--- src/rtl/serial_paralelo_rx_pkg.sv ---
// Shared definitions for the serial-to-parallel receive path: alignment character,
// lock threshold defaults and the aligner state encoding.
package serial_paralelo_rx_pkg;

    localparam logic [7:0] COMMA_DEFAULT      = 8'hBC;
    localparam int         ACTIVE_CNT_DEFAULT = 4;

    typedef enum logic [1:0] {
        SEARCH = 2'd0,
        ALIGN  = 2'd1,
        ACTIVE = 2'd2
    } rx_state_e;

endpackage

--- src/rtl/serial_paralelo_rx_if.sv ---
// Serial bit input plus the byte-level outputs that feed the downstream demux.
// master = bit source / byte consumer, slave = the receiver.
interface serial_paralelo_rx_if;

    logic       data_in;
    logic [7:0] data_out;
    logic       valid_out;
    logic       active;
    logic       byte_stb;

    modport master (
        output data_in,
        input  data_out,
        input  valid_out,
        input  active,
        input  byte_stb
    );

    modport slave (
        input  data_in,
        output data_out,
        output valid_out,
        output active,
        output byte_stb
    );

endinterface

--- src/rtl/serial_paralelo_rx.sv ---
// Serial-to-parallel receiver: bit-slides onto COMMA, locks after ACTIVE_CNT aligned commas.
// Latency: byte appears on the edge that samples its last bit; all outputs registered.
// Backpressure: none, the serial stream is free-running and bytes are presented for 8 cycles.
module serial_paralelo_rx
    import serial_paralelo_rx_pkg::*;
#(
    parameter logic [7:0] COMMA      = COMMA_DEFAULT,
    parameter int         ACTIVE_CNT = ACTIVE_CNT_DEFAULT
) (
    input  logic                 clk_32f,
    input  logic                 reset,
    serial_paralelo_rx_if.slave  rx
);

    localparam int CW = (ACTIVE_CNT < 2) ? 1 : $clog2(ACTIVE_CNT + 1);

    rx_state_e       state;
    logic [7:0]      sr;
    logic [2:0]      bit_cnt;
    logic [CW-1:0]   comma_cnt;
    logic [7:0]      data_out;
    logic            valid_out;
    logic            active;
    logic            byte_stb;

    logic [7:0]      window;
    logic            byte_done;

    assign window    = {sr[6:0], rx.data_in};
    assign byte_done = (bit_cnt == 3'd7);

    always_ff @(posedge clk_32f) begin
        if (reset) begin
            state     <= SEARCH;
            sr        <= 8'h00;
            bit_cnt   <= 3'd0;
            comma_cnt <= '0;
            data_out  <= 8'h00;
            valid_out <= 1'b0;
            active    <= 1'b0;
            byte_stb  <= 1'b0;
        end else begin
            sr       <= window;
            byte_stb <= 1'b0;
            case (state)
                SEARCH: begin
                    // Byte boundary is fixed at the edge where the comma is first seen
                    if (window == COMMA) begin
                        bit_cnt   <= 3'd0;
                        comma_cnt <= CW'(1);
                        if (ACTIVE_CNT <= 1) begin
                            state     <= ACTIVE;
                            active    <= 1'b1;
                            data_out  <= COMMA;
                            valid_out <= 1'b0;
                            byte_stb  <= 1'b1;
                        end else begin
                            state <= ALIGN;
                        end
                    end
                end
                ALIGN: begin
                    bit_cnt <= bit_cnt + 3'd1;
                    if (byte_done) begin
                        if (window == COMMA) begin
                            comma_cnt <= comma_cnt + CW'(1);
                            if (comma_cnt + CW'(1) == CW'(ACTIVE_CNT)) begin
                                state     <= ACTIVE;
                                active    <= 1'b1;
                                data_out  <= COMMA;
                                valid_out <= 1'b0;
                                byte_stb  <= 1'b1;
                            end
                        end else begin
                            state     <= SEARCH;
                            comma_cnt <= '0;
                        end
                    end
                end
                ACTIVE: begin
                    // Locked: commas straddling byte boundaries are ignored
                    bit_cnt <= bit_cnt + 3'd1;
                    if (byte_done) begin
                        data_out  <= window;
                        valid_out <= (window != COMMA);
                        byte_stb  <= 1'b1;
                    end
                end
                default: state <= SEARCH;
            endcase
        end
    end

    assign rx.data_out  = data_out;
    assign rx.valid_out = valid_out;
    assign rx.active    = active;
    assign rx.byte_stb  = byte_stb;

endmodule

--- src/flat_wrapper.sv ---
// flat-port wrapper written by rule: the top's interface ports become plain ports
module serial_paralelo_rx_flat import serial_paralelo_rx_pkg::*;
#(
    parameter logic [7:0] COMMA      = COMMA_DEFAULT,
    parameter int         ACTIVE_CNT = ACTIVE_CNT_DEFAULT
)
  (clk_32f, reset, rx_data_in, rx_data_out, rx_valid_out, rx_active, rx_byte_stb);
  serial_paralelo_rx_if rx_i ();
  input  logic clk_32f;
  input  logic reset;
  input wire logic [$bits(rx_i.data_in)-1:0] rx_data_in;
  output wire logic [$bits(rx_i.data_out)-1:0] rx_data_out;
  output wire logic [$bits(rx_i.valid_out)-1:0] rx_valid_out;
  output wire logic [$bits(rx_i.active)-1:0] rx_active;
  output wire logic [$bits(rx_i.byte_stb)-1:0] rx_byte_stb;
  assign rx_i.data_in = rx_data_in;
  assign rx_data_out = rx_i.data_out;
  assign rx_valid_out = rx_i.valid_out;
  assign rx_active = rx_i.active;
  assign rx_byte_stb = rx_i.byte_stb;
  serial_paralelo_rx #(.COMMA(COMMA), .ACTIVE_CNT(ACTIVE_CNT)) u_core (.clk_32f(clk_32f), .reset(reset), .rx(rx_i));
endmodule
--- config.mk ---
export PLATFORM = sky130hd
export DESIGN_NAME = serial_paralelo_rx_flat
export DESIGN_NICKNAME = d
export VERILOG_FILES = /design/src/rtl/serial_paralelo_rx_pkg.sv /design/src/rtl/serial_paralelo_rx_if.sv /design/src/rtl/serial_paralelo_rx.sv /design/src/flat_wrapper.sv
export SDC_FILE = /design/constraint.sdc
export NUM_CORES = 1
export LEC_CHECK = 0
export CAP_MARGIN = 20
export CORE_MARGIN = 10
export CORE_UTILIZATION = 30
export CTS_CLUSTER_DIAMETER = 50
export CTS_CLUSTER_SIZE = 28
export DETAILED_ROUTE_END_ITERATION = 6
export PLACE_DENSITY_LB_ADDON = 0.08
export SLEW_MARGIN = 25
export SYNTH_ARGS = -nofsm -noshare
export SYNTH_HDL_FRONTEND = slang
export SYNTH_SLANG_ARGS = --single-unit
--- constraint.sdc ---
create_clock -name clk_32f -period 2.5 [get_ports clk_32f]
set_clock_uncertainty 0.15 [all_clocks]
set_input_delay 0.5 -clock clk_32f [delete_from_list [all_inputs] [get_ports clk_32f]]
set_output_delay 0.5 -clock clk_32f [all_outputs]
set_load 0.05 [all_outputs]
* Yosys cells after proc, flatten, opt, wreduce, memory -nomap -nowiden
Index checks and enable logic that the tools add are counted.
Word-level totals: bits in registers 26, bits of input ports 3, output and inout bits 11, word-level logic and storage cells 59
Operators by class: $add $sub $neg 2, eq/ne operators 12, mux-type cells 26, bitwise logic cells 1, reduce and logical (&&, ||, !) cells 10
Operators by type and width (count):
- 8-bit 2-to-1 mux | 4
- 8-bit one-hot mux with 2 select lines | 1
- 3-bit 2-to-1 mux | 4
- 3-bit one-hot mux with 2 select lines | 2
- 2-bit by 1-bit != test with 1-bit output, second input constant | 5
- 8-bit == test, second input constant | 1
- 1-bit 2-to-1 mux | 8
- 2-bit 2-to-1 mux | 4
- 8-bit != test, second input constant | 1
- 4-bit AND reduction | 2
- 3-bit by 1-bit adder with 3-bit output, second input constant | 2
- 3-bit == test, second input constant | 2
- 2-bit one-hot mux with 3 select lines | 1
- 2-bit nonzero test | 3
- 5-bit AND reduction | 1
- 1-bit one-hot mux with 2 select lines | 2
- 3-bit != test, second input constant | 1
- 3-bit AND reduction | 1
- 2-bit by 1-bit == test with 1-bit output, second input constant | 1
- 2-bit == test, second input constant | 1
- 2-bit logical NOT | 1
- 2-bit AND reduction | 1
- 2-bit OR reduction | 1
- 1-bit inverter | 1

* Longest topological paths before layout
depth in word-level cells 6, mapped depth 7, depth with buffers taken out 6

* Worst setup path after synthesis
No wires, ideal clock.
path type register to register, start point reg u_core.state[0], end point reg u_core.data_out[2] (netlist: u_core.rx.data_out[2]), library setup time 0.121 ns, arrival time 1.717 ns, required time 2.229 ns, path slack 0.512 ns, cell stages (with the launch flop) 8, buffers on the path 1, period minus slack after synthesis 1.988 ns, cell sequence dfxtp_1 -> inv_1 -> ha_1 -> buf_2 -> inv_1 -> a211oi_1 -> a41oi_4 -> mux2_4
Between the ends: cells in the longest elaborated chain, start to end 3, elaborated cells on any way between the ends 9, classes of those cells eq/ne (6); mux (1); reduce/logical (2)
Ends and longest elaborated chain:
- from (decl) | line serial_paralelo_rx.sv:17 | rx_state_e state;
- from (signal assigned) | line serial_paralelo_rx.sv:34 | state <= SEARCH;
- from (signal assigned) | line serial_paralelo_rx.sv:52 | state <= ACTIVE;
- from (signal assigned) | line serial_paralelo_rx.sv:58 | state <= ALIGN;
- 2-bit == test / 2-bit by 1-bit == test with 1-bit output (equally long branches) | line serial_paralelo_rx.sv:45 | case (state)
- 2-bit by 1-bit != test with 1-bit output (no line) / 2-bit nonzero test (equally long branches)
- 5-bit AND reduction (no line)
- to (signal assigned) | line serial_paralelo_rx.sv:84 | data_out <= window;
- to (decl) | line serial_paralelo_rx.sv:21 | logic [7:0] data_out;
Several ways; a longest one is shown, not always the timed one. A chain may end at the register's enable or synchronous reset.

* Final worst setup path
start point reg u_core.active (netlist: u_core.rx.active), end point out rx_active
RTL lines:
- from (decl) | line serial_paralelo_rx.sv:23 | logic active;
- from (signal assigned) | line serial_paralelo_rx.sv:40 | active <= 1'b0;
- from (signal assigned) | line serial_paralelo_rx.sv:53 | active <= 1'b1;
- from (signal assigned) | line serial_paralelo_rx.sv:69 | active <= 1'b1;
- to (decl) | line flat_wrapper.sv:14 | output wire logic [$bits(rx_i.active)-1:0] rx_active;
No word-level cell between the ends.

==> reports/metrics.yaml <==
clock_latency_ns: 0.27
post-cts-setup-buffer-count: 0
holdBufCountCts: 0
wl_per_cell_um: 14.34
synthTopCellsByArea: "dfxtp_1 39%, ha_1 6.6%, mux2_4 5.7%"
critPathMaxStageDelay_ns: 0.82
cp_cell_sequence: "clkdlybuf4s50_1"
status: "completed"
post_cts_resized: 0
fin_crit_ns: 2.099
syn_inst: 140
crit_arrival_ns: 1.45
ir_drop_uv: 208.0
grt-busiest-layer: "met2"
first_global_vias: 998
synthToLayoutAreaGrowth_pct: 21.72
avgViaCountPerCell: 4.751
clock.fmax_ghz: 0.4764
die_area_um2: 7475
synth_top_area_frac: 0.3928
ys_types: 36
p_leak_nw: 0.6311
die_w_um: 86.46
clock-root-buffer: "clkbuf_8"
cts_buffers: 3
period_share: 0.8397
drt_iter0_markers: 37
min_to: "u_core.sr[2]"
reg2reg_from: "u_core.state[1]"
met3_usage: 0.01876
yosysSeqAreaShare: 0.3928
yosysMostFrequentCell: "dfxtp_1"
setup-tns-final_ns: 0
synth_commonest_cells: "26 x dfxtp_1, 11 x a21oi_1, 11 x nor2b_1"
clock_path_buffers: 2
grt_setup_unrepaired: "false"
reg2reg_depth: 6
grt_remaining_overflow: 0
worst-r2r-setup-slack_ns: 0.52
vias: 993
ioPinCount: 14
cts_tree: "done"
antenna_found_initial: 0
path_buf_inv: 1
io_buffers: 13
num_rows: 24
syn-cell-area_um2: 1325
grt_pass1_wl_um: 5037
core-area_um2: 4324
synthFlopType: "dfxtp_1"
synth-seq-cells: 26
power_density_nw_per_um2: 608.6
syn-num-nets: 150
hp-class: "reg -> reg"
maxSlewViolCount: 0
drv_cap: 0
relSlewSlack: 0.6621
min_from: "u_core.sr[1]"
clock_sinks: 26
yosys_warnings: 0
nets: 168
grt_usage: 0.08249
setup_viol_count_final: 0
timing.rr.end: "u_core.state[1]"
gp_congestion: 0.7593
synth_edf_count: 0
start_util: 0.3064
synth_area_leader_cell: "dfxtp_1"
cts_htree_levels: 1
tightestPinTransition_ns: 0.5052
syn-mean-instance-area_um2: 9.464
synthArstFlopShare: 0
cp-end-kind: "primary output"
drtAntennaViolNets: 0
cp-start-kind: "register"
critPathTopFamily: "buffers and inverters"
grtUsageMet1: 0.1155
hpwl_um: 2140
worst-path-max-fanout: 2
path_class: "reg -> out"
crit_slowest_cell: "clkdlybuf4s50_1"
hold_viol_final: 0
place_area_um2: 1541
drt_first_pass_iters: 4
grt_max_degree: 37
die_h_um: 86.46
clkTransAtPathRegs_ns: 0.10
drt_wl_total_um: 2998
hold_depth: 2
fin_area_um2: 1613
drcViolationCount: 0
drive_gt1_frac: 0.1401
antenna_cells: 0
required_ns: 1.85
grt_use_met2: 0.1208
==> sequential cells by signal, indices dropped and copies added (netlist names) <==
register,cells
u_core.rx.valid_out,1
u_core.bit_cnt,3
u_core.rx.byte_stb,1
u_core.sr,7
u_core.rx.active,1
u_core.state,2
u_core.comma_cnt,3
u_core.rx.data_out,8
==> metal layers <==
layer / share of wire / wire length (um)
met5: 0 / 0
met4: 0.010 / 31
met1: 0.50 / 1506
met2: 0.45 / 1363
met3: 0.032 / 97
==> layout make-up <==
class	instances	area (um^2)
clock buffer	3	41.29
clock inverter	1	30.03
fill	458	2711
inverter	10	37.54
multi-input combinational	96	728.2
sequential	26	520.5
tap	52	65.06
timing repair buffer	21	190.2
==> worst register-to-register path, delay by kind of cell (launching register included) <==
| family | cells | cell delay (ns) |
|---|---|---|
| DFF | 1 | 0.32 |
| and+or+nand+nor | 1 | 0.09 |
| adders and majority gates | 1 | 0.39 |
| buffers and inverters | 2 | 0.27 |
| AOI/OAI and AO/OA | 2 | 0.67 |
==> power by group <==
| group | internal (W) | switching (W) |
|---|---|---|
| combinational | 0.0000803 | 0.000104 |
| sequential | 0.000431 | 0.00000969 |
| clock | 0.000214 | 0.000141 |
| total | 0.000726 | 0.000256 |
==> layout by cell type (no fill, tap or decap) <==
cell type        instances
inv_2                    1
a41oi_4                  1
o22ai_1                  1
nand3b_1                 5
a221oi_1                 1
xnor2_1                  1
a21boi_1                 1
nor2_1                   9
ha_1                     7
inv_1                    9
clkbuf_8                 3
a31oi_1                  4
o21ai_1                  1
and2_4                   1
a21o_1                   1
clkdlybuf4s50_1         13
nand3_1                  1
or3_1                    1
mux2_4                   5
nand2b_1                 8
buf_4                    8
nor2b_1                 11
and4b_4                  1
and4bb_4                 1
nor4_1                   1
mux2i_1                  7
bufinv_16                1
a21oi_1                 11
and3_1                   1
dfxtp_1                 26
o211ai_1                 1
nand2_1                  8
a41oi_1                  1
o221ai_1                 2
a41o_1                   1
a211oi_1                 1
a2111oi_1                1
==> cells by family after synthesis <==
kind of cell,after synthesis,synth area share
and+or+nand+nor,48,0.2134
buffers and inverters,18,0.05759
adders and majority gates,7,0.06610
xor gates and xnor gates,1,0.006611
AOI/OAI and AO/OA,28,0.1539
DFF,26,0.3928
muxes,12,0.1095
==> how the worst max path moves through the flow <==
stage / startpoint / end / slack [ns] / cells after the start
after floorplan: u_core.state[0] / u_core.rx.data_out[2] / 0.51 / 7
after global placement: rx_data_in / u_core.rx.data_out[7] / 0.13 / 5
after detailed placement: rx_data_in / u_core.rx.data_out[6] / 0.11 / 6
after CTS: rx_data_in / u_core.rx.data_out[6] / 0.38 / 6
after global routing: u_core.state[1] / u_core.state[1] / 0.27 / 6
final: u_core.rx.active / rx_active / 0.40 / 1
==> per-stage QoR <==
step / worst slack, ns / hold slack, ns / instances / power (W) / utilization
after floorplan: 0.5118 / 0.2804 / 140 / 0.0005815 / -
after global placement: 0.1279 / 0.2918 / 205 / 0.0006356 / 0.3565
after detailed placement: 0.1060 / 0.2955 / 205 / 0.0006368 / 0.3565
after CTS: 0.3803 / 0.3097 / 209 / 0.0009885 / 0.3730
after global routing: 0.2660 / 0.3377 / 209 / 0.001022 / 0.3730
final: 0.4007 / 0.3096 / 209 / 0.0009816 / 0.3730
Note: power is estimated with default switching activity, not from simulation.
